`config.mk`:
```
export PLATFORM = sky130hd
export DESIGN_NAME = pet_cmd_arbiter
export DESIGN_NICKNAME = d
export VERILOG_FILES = /design/src/rtl/pet_cmd_arbiter.sv
export SDC_FILE = /design/constraint.sdc
export NUM_CORES = 1
export LEC_CHECK = 0
export CAP_MARGIN = 0
export CELL_PAD_IN_SITES_DETAIL_PLACEMENT = 0
export CELL_PAD_IN_SITES_GLOBAL_PLACEMENT = 1
export CORE_MARGIN = 2
export CORE_UTILIZATION = 43
export DETAILED_ROUTE_END_ITERATION = 8
export GPL_TIMING_DRIVEN = 0
export PLACE_DENSITY_LB_ADDON = 0.08
export SYNTH_ARGS = -nofsm -noshare
export SYNTH_HDL_FRONTEND = slang
export SYNTH_SLANG_ARGS = --single-unit
```
`constraint.sdc`:
```
create_clock -name clk -period 5.8 [get_ports clk]
set_input_delay 0.87 -clock clk [delete_from_list [all_inputs] [get_ports clk]]
set_output_delay 0.87 -clock clk [all_outputs]
set_load 0.05 [all_outputs]
```
`src/rtl/pet_cmd_arbiter.sv`:
```
// Two-requester command arbiter for the pet stats block: grants A (UART) or B (buttons),
// filters bytes against the sleep flag, then drives hold/gap windows. Optional macro: PET_CMD_ARB_FIXED_PRIO_EN.
module pet_cmd_arbiter #(
   parameter int unsigned HOLD_CYCLES = 4,
   parameter int unsigned GAP_CYCLES  = 4
) (
   input  logic       clk,
   input  logic       rst_n,
   input  logic       a_valid,
   input  logic [7:0] a_cmd,
   output logic       a_ready,
   input  logic       b_valid,
   input  logic [7:0] b_cmd,
   output logic       b_ready,
   input  logic       is_sleeping,
   output logic [7:0] cmd_out,
   output logic       busy,
   output logic       grant_src,
   output logic       reject,
   output logic [7:0] drop_cnt
);

   typedef enum logic [1:0] {
      IDLE = 2'd0,
      HOLD = 2'd1,
      GAP  = 2'd2
   } state_t;

   localparam logic [15:0] HOLD_LOAD = 16'(HOLD_CYCLES - 1);
   localparam logic [15:0] GAP_LOAD  = 16'(GAP_CYCLES - 1);

   localparam logic [7:0] CMD_EAT   = 8'h65;
   localparam logic [7:0] CMD_PLAY  = 8'h70;
   localparam logic [7:0] CMD_BATH  = 8'h62;
   localparam logic [7:0] CMD_SLEEP = 8'h73;
   localparam logic [7:0] CMD_WAKE  = 8'h77;

   state_t      state;
   logic [15:0] cnt;
   logic        last_grant;

   logic        idle;
   logic        pick_b;
   logic        hs_a;
   logic        hs_b;
   logic        hs;
   logic        hs_src;
   logic [7:0]  hs_cmd;
   logic        legal;

   assign idle = (state == IDLE);

   // pick_b only matters on a tie; a lone requester always gets ready
`ifdef PET_CMD_ARB_FIXED_PRIO_EN
   assign pick_b = 1'b1;
`else
   assign pick_b = ~last_grant;
`endif

   assign a_ready = idle & a_valid & (~b_valid | ~pick_b);
   assign b_ready = idle & b_valid & (~a_valid | pick_b);

   assign hs_a   = a_valid & a_ready;
   assign hs_b   = b_valid & b_ready;
   assign hs     = hs_a | hs_b;
   assign hs_src = hs_b;
   assign hs_cmd = hs_b ? b_cmd : a_cmd;

   always_comb begin
      legal = 1'b0;
      if (is_sleeping) begin
         legal = (hs_cmd == CMD_WAKE);
      end else begin
         case (hs_cmd)
            CMD_EAT, CMD_PLAY, CMD_BATH, CMD_SLEEP, CMD_WAKE: legal = 1'b1;
            default:                                          legal = 1'b0;
         endcase
      end
   end

   always_ff @(posedge clk or negedge rst_n) begin
      if (!rst_n) begin
         state      <= IDLE;
         cnt        <= '0;
         cmd_out    <= '0;
         busy       <= 1'b0;
         grant_src  <= 1'b0;
         last_grant <= 1'b1;
         reject     <= 1'b0;
         drop_cnt   <= '0;
      end else begin
         reject <= 1'b0;
         case (state)
            IDLE: begin
               if (hs) begin
                  last_grant <= hs_src;
                  if (legal) begin
                     cmd_out   <= hs_cmd;
                     grant_src <= hs_src;
                     cnt       <= HOLD_LOAD;
                     busy      <= 1'b1;
                     state     <= HOLD;
                  end else begin
                     // illegal bytes are consumed so the requester is never stuck
                     reject <= 1'b1;
                     if (drop_cnt != 8'hFF) drop_cnt <= drop_cnt + 8'd1;
                  end
               end
            end
            HOLD: begin
               if (cnt == 16'd0) begin
                  cmd_out <= 8'h00;
                  cnt     <= GAP_LOAD;
                  state   <= GAP;
               end else begin
                  cnt <= cnt - 16'd1;
               end
            end
            GAP: begin
               if (cnt == 16'd0) begin
                  busy  <= 1'b0;
                  state <= IDLE;
               end else begin
                  cnt <= cnt - 16'd1;
               end
            end
            default: begin
               state   <= IDLE;
               busy    <= 1'b0;
               cmd_out <= 8'h00;
            end
         endcase
      end
   end

endmodule

```
==> flow_metrics.tcl <==
set metrics [dict create \
    startpoint_type "input port" \
    grt_pass1_wl_um 9270 \
    r2r_setup_slack_ns 2.88 \
    grt_pass1_vias 1908 \
    p_leak_nw 1.19 \
    slowest_delay_ns 0.90 \
    skew_ns 0.00662 \
    path_common_cell "clkdlybuf4s50_1" \
    synth_fp_nets 266 \
    worstPathCellList "clkdlybuf4s50_1, nand2_1, nor2_1, clkdlybuf4s50_1" \
    syn_area_per_cell_sq_um 9.52 \
    viasPerCell 5.45 \
    gp_congestion 0.812 \
    cts_hold_buffers 0 \
    final_max_slew_viol_count 0 \
    fin_crit_sh_pct 64.7 \
    grt_max_degree 39 \
    yosysSeqAreaShare_pct 42.0 \
    synthFlopType "dfrtp_1" \
    grt_use_met3_pct 3.67 \
    yosys-top-cells-area "dfrtp_1, o31ai_1, nor2_1, ha_1, mux2i_1" \
    cp_max_fo 5 \
    antenna_found_initial 0 \
    cts.sinks 38 \
    rows 26 \
    clock-root-buffer "clkbuf_8" \
    synth_cell_types 51 \
    start_util_pct 44.3 \
    clock.fmax_mhz 266 \
    post_cts_buffers 0 \
    ys_ff_latch 38 \
    finalWorstSetupSlack_ns 2.05 \
    num_vias 1946 \
    final_net_count 314 \
    cts-resized-gates 0 \
    required_ns 4.93 \
    tns_ns 0 \
    grtUsageMet1_pct 28.8 \
    period_minus_slack_ns 3.75 \
    drive_gt1_share_pct 7.67 \
    max-slew-margin-rel_pct 42.4 \
    die_y_um 76.6 \
    detailedPlace.worstSlack_ns 2.03 \
    grt-ovfl-total 0 \
    synth-async-reset-ratio_pct 100 \
    netlist_area_sq_mm 0.00226 \
    drtPass1Iterations 4 \
    tritoncts "yes" \
    die_w_um 76.6 \
    drc 0 \
    synthCells 238 \
    synth_common_cells "dfrtp_1, nor2_1, nand2_1, o31ai_1" \
    dieArea_sq_mm 0.00586 \
    hold_viol_final 0 \
    path_delay_family "buffers and inverters" \
    status "completed" \
    synth_area_leader_cell "dfrtp_1" \
    rsz0062_at_grt "false" \
    hpwl_um 3800 \
    port_buffers 41 \
    holdCritPathClass "reg -> reg" \
    ant_nets 0 \
    yosysWarnings 0 \
    yosys.cell_count.top_type "dfrtp_1" \
    cts_buffer_depth 2 \
    crit_buf_inv 2 \
    critPathCaptureType "output pin" \
    area_delta_synth_final_pct 28.1 \
    grt.busiest_layer "met2" \
    power-per-cell-area_mw_per_mm2 203 \
    synth_top_area_share_pct 40.9 \
    ios 42 \
    finalSetupViolCount 0 \
    grt_usage_pct 19.4 \
    synth-edff-count 0 \
    clkSlewWorstSetupHoldPaths_ns 0.08 \
    finalWirelength_um 5150 \
    maxCapViolCount 0 \
    tightestPinTransition_ns 0.865 \
    clock_latency_ns 0.29 \
    use_met2_pct 28.8 \
    wire_per_inst_um 14.4 \
    vdd_drop_max_mv 0.126 \
    cp.arrival_ns 2.88 \
    htree_levels 2 \
    cts_buffers 5 \
    crit_type "in -> out" \
    crit_path_top_delay_cell "clkdlybuf4s50_1" \
    fp.coreArea_sq_mm 0.00511 \
    drt_first_iter_violations 68 \
    diodes 0 \
]
==> area by class of cell <==
class | count | area [sq um]
sequential | 38 | 952
buffer | 5 | 23.8
multi-input combinational | 185 | 1250
timing repair buffer | 41 | 405
fill | 478 | 2210
tap | 70 | 87.6
clock buffer | 6 | 82.6
inverter | 10 | 37.5
clock inverter | 2 | 60.1
==> through the flow <==
| stage | cell area (sq um) | power, mW | std cells | util [%] | hold slack [ns] |
|---|---|---|---|---|---|
| 3_3_place_gp | 2760 | 0.317 | 349 | 54.1 | 0.459 |
| 4_1_cts | 2900 | 0.598 | 357 | 56.8 | 0.487 |
| 6_report | 2900 | 0.589 | 357 | 56.8 | 0.481 |
| 5_1_grt | 2900 | 0.617 | 357 | 56.8 | 0.509 |
| 2_1_floorplan | 2260 | 0.290 | 238 | - | 0.478 |
| 3_5_place_dp | 2760 | 0.318 | 349 | 54.0 | 0.467 |
==> layer usage <==
| metal | part of all wire, % | vias up |
|---|---|---|
| met1 | 50 | 923 |
| met3 | 4.4 | 7 |
| met4 | 1.1 | 0 |
| met2 | 44 | 46 |
| met5 | 0 | - |
| li1 | - | 970 |
==> kinds of logic after synthesis <==
| kind of cell | count (synthesis) | share of synthesized area [%] |
|---|---|---|
| fa+ha+maj | 7 | 3.87 |
| compound gates | 58 | 18.7 |
| buf+inv | 15 | 2.71 |
| xor+xnor | 8 | 3.09 |
| flops | 38 | 42.0 |
| simple gates | 101 | 24.5 |
| mux | 11 | 5.03 |
==> cell usage in the layout, fill, tap and decap left out, drive strengths merged, types with 8 or more instances in the layout <==
master / Yosys / layout
clkbuf: 3 / 9
nand2b: 11 / 11
a21oi: 11 / 11
nand2: 19 / 19
dfrtp: 37 / 37
o21ai: 10 / 10
o31ai: 18 / 18
mux2i: 8 / 8
nor2: 26 / 26
clkdlybuf4s50: 0 / 40
inv: 10 / 10
==> power breakdown <==
group / internal [mW] / switching [mW] / total [mW] / leakage [nW]
sequential: 0.267 / 0.00232 / 0.269 / 0.427
combinational: 0.0202 / 0.0222 / 0.0423 / 0.688
clock: 0.183 / 0.0944 / 0.278 / 0.0714
==> final timing paths <==
path	from	end	cells past startpoint
setup / recovery	b_valid	b_ready	4
hold / removal	cmd_out[5]$_DFFE_PN0P_	cmd_out[5]$_DFFE_PN0P_	2
setup reg to reg	cnt[0]$_DFFE_PN0P_	state[0]$_DFFE_PN0P_	7
hold reg to reg	cmd_out[5]$_DFFE_PN0P_	cmd_out[5]$_DFFE_PN0P_	2
max in group asynchronous	rst_n	cnt[8]$_DFFE_PN0P_	1
min in group asynchronous	rst_n	drop_cnt[7]$_DFFE_PN0P_	1
==> worst reg2reg max path: cells and delay by family, from the launching register on <==
family                   cells  cell delay, ns
AO/OA/AOI/OAI                1            0.17
flip-flops                   1            0.39
buffers and inverters        1            0.11
adder cells (fa/ha/maj)      1            0.20
multiplexers                 1            0.33
AND/OR/NAND/NOR              3            1.61
==> flip-flops by register name, summed over array words and instances, names as in the netlist <==
signal,cells
cnt,16
cmd_out,8
drop_cnt,8
state,2
busy,1
grant_src,1
last_grant,1
reject,1
No activity file was read; power rests on OpenSTA's default activity.
